### config.mk
export PLATFORM = sky130hd
export DESIGN_NAME = core_avl_arbiter_flat
export DESIGN_NICKNAME = d
export VERILOG_FILES = /design/src/rtl/core_avl_arbiter_if.sv /design/src/rtl/core_avl_arbiter.sv /design/src/flat_wrapper.sv
export SDC_FILE = /design/constraint.sdc
export NUM_CORES = 1
export LEC_CHECK = 0
export CAP_MARGIN = 20
export CORE_AREA = 2 2 122 124
export CTS_BUF_LIST = sky130_fd_sc_hd__clkbuf_8
export DETAILED_ROUTE_END_ITERATION = 6
export DIE_AREA = 0 0 124 126
export GPL_TIMING_DRIVEN = 0
export PLACE_DENSITY = 0.54
export SLEW_MARGIN = 10
export SYNTH_ARGS = -nofsm -noshare
export SYNTH_HDL_FRONTEND = slang
export SYNTH_SLANG_ARGS = --single-unit
### constraint.sdc
create_clock -name clk -period 4.9 [get_ports clk]
set_input_delay 1.47 -clock clk [delete_from_list [all_inputs] [get_ports clk]]
set_output_delay 1.47 -clock clk [all_outputs]
set_load 0.05 [all_outputs]
### src/rtl/core_avl_arbiter_if.sv
// Avalon-MM command/response bundle shared by the arbiter's master and slave sides.
// The master modport belongs to whoever issues commands; the slave modport to whoever answers them.
interface core_avl_arbiter_if #(
  parameter int ADDR_W = 32,
  parameter int DATA_W = 32
);
  logic [ADDR_W-1:0]   address;
  logic [DATA_W/8-1:0] byte_enable;
  logic                read;
  logic                write;
  logic [DATA_W-1:0]   write_data;
  logic                waitrequest;
  logic [DATA_W-1:0]   read_data;
  logic                read_data_valid;

  modport master (
    output address, byte_enable, read, write, write_data,
    input  waitrequest, read_data, read_data_valid
  );

  modport slave (
    input  address, byte_enable, read, write, write_data,
    output waitrequest, read_data, read_data_valid
  );
endinterface

### src/rtl/core_avl_arbiter.sv
// Two-master to one-slave Avalon-MM arbiter for the core memory bus.
// Master 0 is the load/store unit and master 1 is instruction fetch.
// Grant is decided combinationally and held while the slave stalls a command.
// Accepted reads record their master ID in a small FIFO so that in-order
// responses can be routed back to whoever issued them.
// Optional feature macro: CORE_AVL_ARB_RR_EN selects round-robin arbitration;
// without it m0 has fixed priority over m1.
module core_avl_arbiter #(
  parameter int ADDR_W          = 32,
  parameter int DATA_W          = 32,
  parameter int MAX_OUTSTANDING = 4
) (
  input  logic                     clk,
  input  logic                     rest,
  core_avl_arbiter_if.slave        m0,
  core_avl_arbiter_if.slave        m1,
  core_avl_arbiter_if.master       s,
  output logic                     err_rvalid_unexp
);

  localparam int PTR_W = $clog2(MAX_OUTSTANDING);
  localparam int CNT_W = PTR_W + 1;

  typedef enum logic {
    ST_IDLE,
    ST_LOCKED
  } state_t;

  state_t              r_state;
  state_t              w_nextState;
  logic                r_owner;
  logic                w_nextOwner;

  logic                r_idFifo [MAX_OUTSTANDING];
  logic [PTR_W-1:0]    r_wrPtr;
  logic [PTR_W-1:0]    r_rdPtr;
  logic [CNT_W-1:0]    r_rdCnt;
  logic                r_err;

  logic                w_req0;
  logic                w_req1;
  logic                w_grantValid;
  logic                w_grant;

  logic [ADDR_W-1:0]   w_gAddress;
  logic [DATA_W/8-1:0] w_gByteEnable;
  logic                w_gRead;
  logic                w_gWrite;
  logic [DATA_W-1:0]   w_gWriteData;

  logic                w_rdBlock;
  logic                w_accept;
  logic                w_push;
  logic                w_pop;
  logic                w_cntNonZero;
  logic                w_headId;

`ifdef CORE_AVL_ARB_RR_EN
  logic                r_last;
`endif

  assign w_req0 = m0.read | m0.write;
  assign w_req1 = m1.read | m1.write;

  // Grant selection: a locked owner keeps the bus, otherwise arbitrate current requests.
  always_comb begin
    w_grantValid = 1'b0;
    w_grant      = 1'b0;
    if (r_state == ST_LOCKED) begin
      w_grantValid = 1'b1;
      w_grant      = r_owner;
    end else if (w_req0 && w_req1) begin
      w_grantValid = 1'b1;
`ifdef CORE_AVL_ARB_RR_EN
      w_grant      = ~r_last;
`else
      w_grant      = 1'b0;
`endif
    end else if (w_req0) begin
      w_grantValid = 1'b1;
      w_grant      = 1'b0;
    end else if (w_req1) begin
      w_grantValid = 1'b1;
      w_grant      = 1'b1;
    end
  end

  // Command mux: forward the granted master's fields, all zero when nobody holds the grant.
  always_comb begin
    w_gAddress    = '0;
    w_gByteEnable = '0;
    w_gRead       = 1'b0;
    w_gWrite      = 1'b0;
    w_gWriteData  = '0;
    if (w_grantValid) begin
      if (w_grant) begin
        w_gAddress    = m1.address;
        w_gByteEnable = m1.byte_enable;
        w_gRead       = m1.read;
        w_gWrite      = m1.write;
        w_gWriteData  = m1.write_data;
      end else begin
        w_gAddress    = m0.address;
        w_gByteEnable = m0.byte_enable;
        w_gRead       = m0.read;
        w_gWrite      = m0.write;
        w_gWriteData  = m0.write_data;
      end
    end
  end

  // A read is held back (not shown to the slave) while the ID FIFO is full.
  // The full test uses the count before any same-cycle pop, which is conservative.
  assign w_rdBlock = w_gRead & (r_rdCnt == CNT_W'(MAX_OUTSTANDING));
  assign w_accept  = w_grantValid & (w_gRead | w_gWrite) & ~s.waitrequest & ~w_rdBlock;

  assign s.address     = w_gAddress;
  assign s.byte_enable = w_gByteEnable;
  assign s.read        = w_gRead & ~w_rdBlock;
  assign s.write       = w_gWrite;
  assign s.write_data  = w_gWriteData;

  assign m0.waitrequest = ~(w_accept & ~w_grant);
  assign m1.waitrequest = ~(w_accept &  w_grant);

  // Response routing: the FIFO head says which master issued the oldest read.
  assign w_cntNonZero = (r_rdCnt != '0);
  assign w_headId     = r_idFifo[r_rdPtr];
  assign w_push       = w_accept & w_gRead;
  assign w_pop        = s.read_data_valid & w_cntNonZero;

  assign m0.read_data       = s.read_data;
  assign m1.read_data       = s.read_data;
  assign m0.read_data_valid = w_pop & ~w_headId;
  assign m1.read_data_valid = w_pop &  w_headId;

  assign err_rvalid_unexp = r_err;

  // Next-state logic: lock onto a stalled command, release once it is accepted.
  always_comb begin
    w_nextState = r_state;
    w_nextOwner = r_owner;
    case (r_state)
      ST_IDLE: begin
        if (w_grantValid && (w_gRead || w_gWrite) && s.waitrequest) begin
          w_nextState = ST_LOCKED;
          w_nextOwner = w_grant;
        end
      end
      ST_LOCKED: begin
        if (w_accept) begin
          w_nextState = ST_IDLE;
        end
      end
      default: begin
        w_nextState = ST_IDLE;
      end
    endcase
  end

  // Grant state register.
  always_ff @(posedge clk) begin
    if (rest) begin
      r_state <= ST_IDLE;
      r_owner <= 1'b0;
    end else begin
      r_state <= w_nextState;
      r_owner <= w_nextOwner;
    end
  end

  // ID FIFO pointers and occupancy; a simultaneous push and pop leaves the count unchanged.
  always_ff @(posedge clk) begin
    if (rest) begin
      r_wrPtr <= '0;
      r_rdPtr <= '0;
      r_rdCnt <= '0;
    end else begin
      if (w_push) begin
        r_wrPtr <= r_wrPtr + PTR_W'(1);
      end
      if (w_pop) begin
        r_rdPtr <= r_rdPtr + PTR_W'(1);
      end
      if (w_push && !w_pop) begin
        r_rdCnt <= r_rdCnt + CNT_W'(1);
      end else if (w_pop && !w_push) begin
        r_rdCnt <= r_rdCnt - CNT_W'(1);
      end
    end
  end

  // ID FIFO storage; entries are only read while the count says they are valid.
  always_ff @(posedge clk) begin
    if (w_push) begin
      r_idFifo[r_wrPtr] <= w_grant;
    end
  end

  // Sticky flag for a response that arrives with no read outstanding.
  always_ff @(posedge clk) begin
    if (rest) begin
      r_err <= 1'b0;
    end else if (s.read_data_valid && !w_cntNonZero) begin
      r_err <= 1'b1;
    end
  end

`ifdef CORE_AVL_ARB_RR_EN
  // Round-robin history: remember who got the last accepted command; m0 wins the first tie.
  always_ff @(posedge clk) begin
    if (rest) begin
      r_last <= 1'b1;
    end else if (w_accept) begin
      r_last <= w_grant;
    end
  end
`endif

endmodule

### src/flat_wrapper.sv
// flat-port wrapper written by rule: the top's interface ports become plain ports
module core_avl_arbiter_flat 
#(
  parameter int ADDR_W          = 32,
  parameter int DATA_W          = 32,
  parameter int MAX_OUTSTANDING = 4
)
  (clk, rest, err_rvalid_unexp, m0_address, m0_byte_enable, m0_read, m0_write, m0_write_data, m0_waitrequest, m0_read_data, m0_read_data_valid, m1_address, m1_byte_enable, m1_read, m1_write, m1_write_data, m1_waitrequest, m1_read_data, m1_read_data_valid, s_address, s_byte_enable, s_read, s_write, s_write_data, s_waitrequest, s_read_data, s_read_data_valid);
  core_avl_arbiter_if #(.ADDR_W(ADDR_W), .DATA_W(DATA_W)) m0_i ();
  core_avl_arbiter_if #(.ADDR_W(ADDR_W), .DATA_W(DATA_W)) m1_i ();
  core_avl_arbiter_if #(.ADDR_W(ADDR_W), .DATA_W(DATA_W)) s_i ();
  input  logic clk;
  input  logic rest;
  output logic err_rvalid_unexp;
  input wire logic [$bits(m0_i.address)-1:0] m0_address;
  input wire logic [$bits(m0_i.byte_enable)-1:0] m0_byte_enable;
  input wire logic [$bits(m0_i.read)-1:0] m0_read;
  input wire logic [$bits(m0_i.write)-1:0] m0_write;
  input wire logic [$bits(m0_i.write_data)-1:0] m0_write_data;
  output wire logic [$bits(m0_i.waitrequest)-1:0] m0_waitrequest;
  output wire logic [$bits(m0_i.read_data)-1:0] m0_read_data;
  output wire logic [$bits(m0_i.read_data_valid)-1:0] m0_read_data_valid;
  input wire logic [$bits(m1_i.address)-1:0] m1_address;
  input wire logic [$bits(m1_i.byte_enable)-1:0] m1_byte_enable;
  input wire logic [$bits(m1_i.read)-1:0] m1_read;
  input wire logic [$bits(m1_i.write)-1:0] m1_write;
  input wire logic [$bits(m1_i.write_data)-1:0] m1_write_data;
  output wire logic [$bits(m1_i.waitrequest)-1:0] m1_waitrequest;
  output wire logic [$bits(m1_i.read_data)-1:0] m1_read_data;
  output wire logic [$bits(m1_i.read_data_valid)-1:0] m1_read_data_valid;
  output wire logic [$bits(s_i.address)-1:0] s_address;
  output wire logic [$bits(s_i.byte_enable)-1:0] s_byte_enable;
  output wire logic [$bits(s_i.read)-1:0] s_read;
  output wire logic [$bits(s_i.write)-1:0] s_write;
  output wire logic [$bits(s_i.write_data)-1:0] s_write_data;
  input wire logic [$bits(s_i.waitrequest)-1:0] s_waitrequest;
  input wire logic [$bits(s_i.read_data)-1:0] s_read_data;
  input wire logic [$bits(s_i.read_data_valid)-1:0] s_read_data_valid;
  assign m0_i.address = m0_address;
  assign m0_i.byte_enable = m0_byte_enable;
  assign m0_i.read = m0_read;
  assign m0_i.write = m0_write;
  assign m0_i.write_data = m0_write_data;
  assign m0_waitrequest = m0_i.waitrequest;
  assign m0_read_data = m0_i.read_data;
  assign m0_read_data_valid = m0_i.read_data_valid;
  assign m1_i.address = m1_address;
  assign m1_i.byte_enable = m1_byte_enable;
  assign m1_i.read = m1_read;
  assign m1_i.write = m1_write;
  assign m1_i.write_data = m1_write_data;
  assign m1_waitrequest = m1_i.waitrequest;
  assign m1_read_data = m1_i.read_data;
  assign m1_read_data_valid = m1_i.read_data_valid;
  assign s_address = s_i.address;
  assign s_byte_enable = s_i.byte_enable;
  assign s_read = s_i.read;
  assign s_write = s_i.write;
  assign s_write_data = s_i.write_data;
  assign s_i.waitrequest = s_waitrequest;
  assign s_i.read_data = s_read_data;
  assign s_i.read_data_valid = s_read_data_valid;
  core_avl_arbiter #(.ADDR_W(ADDR_W), .DATA_W(DATA_W), .MAX_OUTSTANDING(MAX_OUTSTANDING)) u_core (.clk(clk), .rest(rest), .m0(m0_i), .m1(m1_i), .s(s_i), .err_rvalid_unexp(err_rvalid_unexp));
endmodule
## After elaboration in Yosys (flattened, before gate mapping)

Memories as Yosys holds them, arrays and structs flattened. A register that Yosys moved wholly into a read port is not among the register bits.
Index checks and enable logic that the tools add are counted.

| word-level totals | value |
|---|---|
| register bits | 10 |
| latch bits | 0 |
| RAM bits | 4 |
| bits in read-only memories | 0 |
| output and inout port bits | 139 |
| word-level logic and storage cells | 72 |
| memories | 1 |

| cells by class | value |
|---|---|
| add/subtract/negate cells | 4 |
| multipliers | 0 |
| divide/modulo/power cells | 0 |
| magnitude comparators | 0 |
| equal/unequal tests | 1 |
| shifts and indexed selects | 0 |
| mux-type cells | 26 |
| bitwise logic cells | 21 |
| reduce and logical (&&, ||, !) cells | 13 |

Memories:

| memory | depth | bits a word | rd ports | clocked after memory_dff | wr ports | line | RTL |
|---|---|---|---|---|---|---|---|
| u_core.r_idFifo | 4 | 1 | 1 | 1 | 1 | core_avl_arbiter.sv:34 | `logic r_idFifo [MAX_OUTSTANDING];` |

Operators by type and width:

| operator | count |
|---|---|
| $mux W32 | 4 |
| $mux W1 | 15 |
| $and A1 B1 Y1 | 11 |
| $mux W4 | 2 |
| $not A1 Y1 | 7 |
| $logic_and A1 B1 Y1 | 6 |
| $mux W3 | 2 |
| $add A2 B1 Y2 const B | 2 |
| $mux W2 | 2 |
| $add A3 B1 Y3 const B | 1 |
| $eq A3 B3 Y1 const B | 1 |
| $logic_not A1 Y1 | 3 |
| $or A1 B1 Y1 | 3 |
| $reduce_bool A3 Y1 | 1 |
| $sub A3 B1 Y3 const B | 1 |
| $pmux W1 S2 | 1 |
| $reduce_and A2 Y1 | 1 |
| $reduce_bool A2 Y1 | 1 |
| $logic_or A1 B1 Y1 | 1 |

## Longest topological paths before layout

Gate-level depths: netlist (run 1).

| depth | value |
|---|---|
| depth in word-level cells | 16 |
| gate-level depth with buffers | 9 |

## Worst setup path before layout (run 1)

OpenSTA, ideal clock, no wires.

| path | value |
|---|---|
| path kind | input-to-output |
| start point | in m0_write |
| end point | out s_address[0] |
| arrival time | 2.666 ns |
| data required time | 3.430 ns |
| slack | 0.764 ns |
| stages on the path | 5 |
| buffers on the path | 1 |
| cells stage by stage | nor3_2 nand2_1 nand2_1 buf_2 o221a_1 |

| between the ends | value |
|---|---|
| longest elaborated chain between the ends | 6 |
| elaborated cells on any way between the ends | 10 |
| classes of those cells | 8 x mux; 1 x bitwise; 1 x reduce/logical |

Ends and longest elaborated chain:

| element | line | RTL |
|---|---|---|
| from (decl) | flat_wrapper.sv:18 | `input wire logic [$bits(m0_i.write)-1:0] m0_write;` |
| $or A1 B1 Y1 (*) | core_avl_arbiter.sv:62 | `assign w_req0 = m0.read \| m0.write;` |
| $mux W1 / $logic_and A1 B1 Y1 (equally long branches) | core_avl_arbiter.sv:79, core_avl_arbiter.sv:72 |  |
| $mux W1 | core_avl_arbiter.sv:72 | `end else if (w_req0 && w_req1) begin` |
| $mux W1 | core_avl_arbiter.sv:69 | `if (r_state == ST_LOCKED) begin` |
| $mux W32 | core_avl_arbiter.sv:96 | `if (w_grant) begin` |
| $mux W32 (*) | core_avl_arbiter.sv:95 | `if (w_grantValid) begin` |
| to (decl) | flat_wrapper.sv:31 | `output wire logic [$bits(s_i.address)-1:0] s_address;` |

Every way passes the cells marked *; elsewhere a longest branch is shown, timed or not.

## Worst setup path in the final report (run 1)

| path | value |
|---|---|
| start point | in m1_read |
| end point | out s_write_data[18] |

| between the ends | value |
|---|---|
| longest elaborated chain between the ends | 7 |
| elaborated cells on any way between the ends | 11 |
| classes of those cells | 9 x mux; 1 x bitwise; 1 x reduce/logical |

Ends and longest elaborated chain:

| element | line | RTL |
|---|---|---|
| from (decl) | flat_wrapper.sv:25 | `input wire logic [$bits(m1_i.read)-1:0] m1_read;` |
| $or A1 B1 Y1 (*) | core_avl_arbiter.sv:63 | `assign w_req1 = m1.read \| m1.write;` |
| $mux W1 | core_avl_arbiter.sv:82 | `end else if (w_req1) begin` |
| $mux W1 | core_avl_arbiter.sv:79 | `end else if (w_req0) begin` |
| $mux W1 | core_avl_arbiter.sv:72 |  |
| $mux W1 | core_avl_arbiter.sv:69 |  |
| $mux W32 | core_avl_arbiter.sv:96 |  |
| $mux W32 (*) | core_avl_arbiter.sv:95 |  |
| to (decl) | flat_wrapper.sv:35 | `output wire logic [$bits(s_i.write_data)-1:0] s_write_data;` |

Marked as above.

==> results of run 1 <==
-- metrics by stage --
stage               hold WS, ns  instance area, um^2
global placement         0.4542                 5284
finish                   0.4664                 5179
detailed placement       0.4595                 5284
global route             0.5260                 5179
floorplan                0.4669                 2231
CTS                      0.4773                 5081
-- synth_stat cells, drive strengths merged --
| cell type | n | area share (%) |
|---|---|---|
| buf | 79 | 25 |
| nor2 | 11 | 1.9 |
| mux4 | 1 | 1.0 |
| nor3 | 4 | 1.6 |
| mux2i | 2 | 0.90 |
| nand2 | 4 | 0.67 |
| o21ai | 2 | 0.45 |
| mux2 | 2 | 1.2 |
| a32oi | 1 | 0.73 |
| nor2b | 2 | 0.56 |
| or2 | 1 | 0.28 |
| nand2b | 6 | 1.7 |
| or2b | 1 | 0.34 |
| nand3 | 1 | 0.22 |
| or4b | 1 | 0.45 |
| ha | 5 | 2.8 |
| o221a | 68 | 34 |
| fa | 1 | 0.90 |
| nand3b | 1 | 0.34 |
| a32o | 1 | 0.45 |
| xor2 | 4 | 1.6 |
| a21oi | 4 | 1.1 |
| edfxtp | 4 | 5.4 |
| or3 | 1 | 0.28 |
| nor3b | 1 | 0.34 |
| clkbuf | 8 | 1.3 |
| inv | 3 | 0.50 |
| o21a | 1 | 0.34 |
| a211oi | 2 | 0.67 |
| dfxtp | 12 | 11 |
| and2 | 4 | 1.1 |
| a2111oi | 1 | 0.67 |
-- report_power, final --
part | internal (mW) | total [mW] | switching [mW]
logic | 0.409 | 0.995 | 0.585
registers | 0.168 | 0.195 | 0.0271
clock network | 0.0712 | 0.114 | 0.0429
total | 0.648 | 1.30 | 0.655
-- worst max-delay path, delay by kind of cell --
family / cells / cell delay, ns
buf+inv: 5 / 1.35
simple gates: 2 / 0.27
compound gates: 1 / 0.18
-- final cells by class --
| type | instances | share of cell area [%] |
|---|---|---|
| Timing Repair Buffer | 282 | 49.94 |
| Multi-Input combinational cell | 133 | 25.27 |
| Buffer | 87 | 12.10 |
| Sequential cell | 16 | 6.958 |
| Tap cell | 184 | 4.446 |
| Clock buffer | 4 | 1.063 |
| Inverter | 3 | 0.2174 |
-- layer usage --
metal / share of wire (%) / global-route usage [%] / vias to the layer above
li1: - / - / 1451
met1: 35 / 14.42 / 1392
met2: 53 / 26.63 / 179
met3: 11 / 4.212 / 6
met4: 0.46 / 1.190 / 0
met5: 0 / 0 / -
-- cells by family (layout without fill, tap and decap cells) --
| group | count (synthesis) | after routing | synth area share (%) |
|---|---|---|---|
| AO/OA/AOI/OAI | 80 | 80 | 38.70 |
| XOR/XNOR | 4 | 4 | 1.570 |
| buffers and inverters | 90 | 376 | 27.03 |
| AND/OR/NAND/NOR | 38 | 38 | 9.759 |
| multiplexers | 5 | 5 | 3.084 |
| flip-flops | 16 | 16 | 16.15 |
| adder cells (fa/ha/maj) | 6 | 6 | 3.702 |
-- path summary, 6_finish.rpt --
path	startpoint	endpoint	slack, ns	cells after the start
hold reg to reg	u_core.err_rvalid_unexp	u_core.err_rvalid_unexp	0.47	2
hold / removal	u_core.err_rvalid_unexp	u_core.err_rvalid_unexp	0.47	2
setup / recovery	m1_read	s_write_data[18]	0.15	8
setup reg to reg	u_core.r_state	u_core.r_rdCnt[2]	2.25	9
-- timing repair --
| action | CTS | global route |
|---|---|---|
| resized for setup | 371 | 50 |
| endpoints found under the setup margin | 71 | 72 |
| pin swaps | 0 | 1 |
==> results.md, run 1 <==
- Status: finished, final reports clean
- Wire per inst: about 16 um
- CTS tree: done
- Register area: between 300 and 400 um^2
- IO Port Bufs: around 280
- Max-slew violations: 0
- Filler cell count: 1482
- Cell Area, Synth: roughly 0.0022 mm^2
- Mapped Avg Cell Area: between 9 and 10 um^2
- Worst EP required: approximately 3.4 ns
- Initial antenna violation count: 0
- Cts bufs inserted: 3
- Cells after DPL: 705
- Residual DRC: 0
- Core area: roughly 0.014 mm^2
- Count of state elements after synthesis: 16
- Worst-path fanout max: 10
- Final net count: around 710
- Synthesized instance count: between 200 and 250
- Post-synth cell types: 39
- Initial Utilization: between 10% and 20%
- Least-Margin Pin Slew: ~0.85 ns
- RSZ-0062 raised after global routing: false
- Setup TNS: 0 ns
- Cts-stage hold buffer count: 0
- Worst path arrival time: 3.28 ns
- Crit start category: input pin
- Clk pin slew, worst setup/hold paths: ~0.060 ns
- Total power: ~1.3 mW
- Post-CTS setup buffers: 0
- Die W: between 100 and 150 um
- Worst-case clock buffer depth: 2
- Starting DRT DRC Count: roughly 160
- Largest net degree at the start of global routing: 14
- Vias: a little over 3000
- Area Overhead vs Synth: 132.1%
- Syn. warnings: 0
- Clk_skew: approximately 0.0011 ns
- Layout cells sized above 1: between 40% and 50%
- Peak supply drop: 0.1262 mV
- Ports: 315
- Final worst slack: between 0.15 and 0.2 ns
- Utilization after layout: about 36%
- Min Tclk post-route: 4.749 ns
- Total grt overflow: 0
- Vias/cell: roughly 4.3
- Number of global-route vias before repair: about 3100
- Dpl hpwl: about 9900 um
- Hold Path Class: flop to flop
- Clock sinks: 16
- Final Non-Filler Cells: 709
- Max Clk Rate: ~210 MHz
- Tcrit/Tclk final: between 90 and 100%
- Area of the multi-input gates: approximately 0.0013 mm^2
- WL final: ~12000 um
- Worst path most repeated cell: buf_2
- Fin. Hold Viols: 0
- Htree depth: 1
- Syn nets: 421
- DRT Pass-1 Iters: 4
- Final Setup Violations: 0
- Most frequent cells in the layout: clkdlybuf4s50_1 (209), buf_4 (78), o221a_2 (56)
- GPL Wtd Cong: 0.7996
- Die area: between 0.015 and 0.02 mm^2
- Cell Rows: 44
- Antenna Nets Post-Route: 0
- Most common cell after layout, fill and taps aside: clkdlybuf4s50_1
- Clock Latency Late Sink: 0.24 ns
- Chip Height: ~130 um
- Antenna Cells: 0
- Critical Path End Type: primary output
- CP max stage delay: ~0.52 ns
- Slew Limit Headroom: a little over two fifths
- Max cap viols: 0
- Power per cell area: 251.7 mW/mm^2
- Sequential share of the synthesized area: between 15 and 20%
- First-pass GRT wire length: approximately 17000 um
- Crit-path slowest cell: clkdlybuf4s50_1
- CTS root buf: clkbuf_8
- CP cell instances: clkdlybuf4s50_1, or2_4, nand2b_1, buf_2, buf_4, clkbuf_4, o221a_2, buf_2
- Worst slack, placed: -0.8108 ns
- Total leakage power: roughly 2.1 nW
- Crit path kind: input pin to primary output
- All-layer global routing usage: a little over an eighth
No activity file was read; power rests on OpenSTA's default activity.
==> run 2, diff against run 1 <==
--- a/config.mk
+++ b/config.mk
@@ -11,7 +11,10 @@
 export DETAILED_ROUTE_END_ITERATION = 6
 export DIE_AREA = 0 0 124 126
 export GPL_TIMING_DRIVEN = 0
+export HOLD_SLACK_MARGIN = 0.08
 export PLACE_DENSITY = 0.54
+export RECOVER_POWER = 50
+export REMOVE_ABC_BUFFERS = 1
 export SLEW_MARGIN = 10
 export SYNTH_ARGS = -nofsm -noshare
 export SYNTH_HDL_FRONTEND = slang
==> run 2 against run 1 <==
Worst hold slack better by 0.0018 ns; first-iteration DRC count decreased by 13%; power shrank 13%; core utilization shrank 6.2 points; critical path depth decreased by 1; clock skew rose by 0.0038 ns; sequential share of layout area grew 1.4 points; count of clock-buffer cells in the layout down 1; combinational power fell by 16%; critical path type unchanged; highest routed layer is now met5.
==> results.md, run 2 (synthesis results as in run 1) <==
- Cts bufs inserted: 3 (unchanged)
- Reg2reg end: u_core.r_rdCnt[2] (unchanged)
- First-pass GRT wire length: 19150 um (was 16840 um)
- Met3 global-route usage: 10.96% (was 4.212%)
- GPL Wtd Cong: 0.7525 (was 0.7996)
- Total leakage power: 1.603 nW (was 2.142 nW)
- Crit path kind: input pin to primary output (unchanged)
- Final hold slack: 0.4682 ns (was 0.4664 ns)
- Dpl hpwl: 10890 um (was 9934 um)
- Clk pin slew, worst setup/hold paths: 0.06 ns (about the same)
- Die area: 0.01562 mm^2 (unchanged)
- Final Non-Filler Cells: 571 (was 709)
- WL final: 14040 um (was 11630 um)
- Ports: 315 (unchanged)
- Max Clk Rate: 208.8 MHz (was 210.6 MHz)
- Hold wc startpoint: u_core.err_rvalid_unexp (unchanged)
- Min Tclk post-route: 4.789 ns (was 4.749 ns)
- Initial Utilization: 15.59% (unchanged)
- Die W: 124 um (unchanged)
- Largest net degree at the start of global routing: 47 (was 14)
- Hold Path Class: flop to flop (unchanged)
- Cell Rows: 44 (unchanged)
- Worst path arrival time: 3.32 ns (was 3.28 ns)
- Status: finished, final reports clean (unchanged)
- Most Crowded Layer GR: met2 (unchanged)
- R2R setup slack: 1.35 ns (was 2.25 ns)
- Antenna Cells: 0 (unchanged)
- M1 GR Usage: 19.48% (was 14.42%)
- Area Overhead vs Synth: 92.26% (was 132.1%)
- Residual DRC: 0 (unchanged)
- R2r worst-path depth: 9 (unchanged)
- GR Util met2: 26.76% (was 26.63%)
- Core area: 0.01431 mm^2 (unchanged)
- Cells after DPL: 557 (was 705)
- CTS root buf: clkbuf_8 (unchanged)
- Starting DRT DRC Count: 135 (was 155)
- Final Setup Violations: 0 (unchanged)
- RSZ-0062 raised after global routing: false (unchanged)
- Vias: 2680 (was 3028)
- Initial antenna violation count: 0 (unchanged)
- Tcrit/Tclk final: 97.73% (was 96.92%)
- Fin. Hold Viols: 0 (unchanged)
- Least-Margin Pin Slew: 0.8843 ns (was 0.8510 ns)
- Worst-path fanout max: 16 (was 10)
- Worst Hold End: u_core.err_rvalid_unexp (unchanged)
- Clock sinks: 16 (unchanged)
- DRT Pass-1 Iters: 4 (unchanged)
- Total grt overflow: 0 (unchanged)
- Htree depth: 1 (unchanged)
- Chip Height: 126 um (unchanged)
- Setup TNS: 0 ns (unchanged)
- IO Port Bufs: 218 (was 282)
- Layout cells sized above 1: 39.53% (was 43.43%)
- Post-DP Area: 0.004136 mm^2 (was 0.005284 mm^2)
- Vias/cell: 4.694 (was 4.271)
- Wire per inst: 24.59 um (was 16.40 um)
- Clock Latency Late Sink: 0.25 ns (was 0.24 ns)
- Final net count: 570 (was 708)
- Post-Layout Inst Area: 0.004289 mm^2 (was 0.005179 mm^2)
- Slew Limit Headroom: 40.91% (was 43.14%)
- Power per cell area: 265.0 mW/mm^2 (was 251.7 mW/mm^2)
- Peak supply drop: 0.1019 mV (was 0.1262 mV)
- Most frequent cells in the layout: clkdlybuf4s50_1 (142), o221a_2 (56), clkdlybuf4s15_2 (43) (was clkdlybuf4s50_1 (209), buf_4 (78), o221a_2 (56))
- Max-slew violations: 0 (unchanged)
- Clk_skew: 0.004897 ns (was 0.001146 ns)
- Antenna Nets Post-Route: 0 (unchanged)
- Cts-stage hold buffer count: 0 (unchanged)
- Worst r2r src: u_core.r_state (unchanged)
- Hold depth: 2 (unchanged)
- Worst EP required: 3.43 ns (about the same)
- Number of global-route vias before repair: 2681 (was 3125)
- CTS tree: done (unchanged)
- Worst-case clock buffer depth: 2 (unchanged)
- Most common cell after layout, fill and taps aside: clkdlybuf4s50_1 (unchanged)
- Crit start category: input pin (unchanged)
- Max cap viols: 0 (unchanged)
- Critical Path End Type: primary output (unchanged)
- All-layer global routing usage: 17.01% (was 13.57%)
run 2: repair_timing:
action                     4_1_cts  5_1_grt
pin swaps                        2        1
setup buffers                    5        0
gates cloned                     4        1
hold endpoints to repair         0        0
resized for setup              277        8
setup endpoints to repair       71       68
run 2: worst max-delay path, stage by stage:
cell and delay, ns:
clkdlybuf4s50_1 0.47, or2_4 0.34, nand2_8 0.16, nand2_8 0.07
buf_12 0.18, o221a_2 0.28, clkdlybuf4s15_2 0.34
run 2: worst max path at each step:
stage / from / endpoint / slack (ns) / cells after the start
final: m1_read / s_byte_enable[1] / 0.11 / 7
after detailed placement: m0_write / s_address[25] / -1.01 / 6
after CTS: m0_read / s_write_data[27] / 0.004 / 8
after global placement: m0_read / s_address[25] / -2.20 / 5
after floorplan: m0_write / m1_waitrequest / -0.27 / 4
after global routing: m1_read / s_address[18] / 0.09 / 7
run 2: final cells by class:
| cell class | count | area (um^2) |
|---|---|---|
| sequential | 16 | 360.3 |
| timing repair buffer | 227 | 2268 |
| tap | 184 | 230.2 |
| fill | 1564 | 10020 |
| multi-input combinational | 137 | 1374 |
| inverter | 3 | 11.26 |
| clock buffer | 3 | 41.29 |
| clock inverter | 1 | 3.754 |
run 2: metrics by stage:
step | setup WS [ns] | utilization (%) | power (mW)
detailed placement | -1.006 | 28.90 | 1.052
global route | 0.08981 | 29.97 | 1.195
floorplan | -0.2740 | - | 0.7089
CTS | 0.004463 | 29.68 | 1.149
global placement | -2.201 | 28.30 | 1.035
finish | 0.1110 | 29.97 | 1.137
run 2: layer usage:
metal | wire (um) | share of wire [%]
met5 | 122 | 0.87
met1 | 5461 | 39
met4 | 62 | 0.44
met3 | 1829 | 13
met2 | 6565 | 47
run 2: report_power, final:
part           internal (mW)  switching [mW]
logic                  0.345           0.495
registers              0.168          0.0260
clock network         0.0556          0.0473
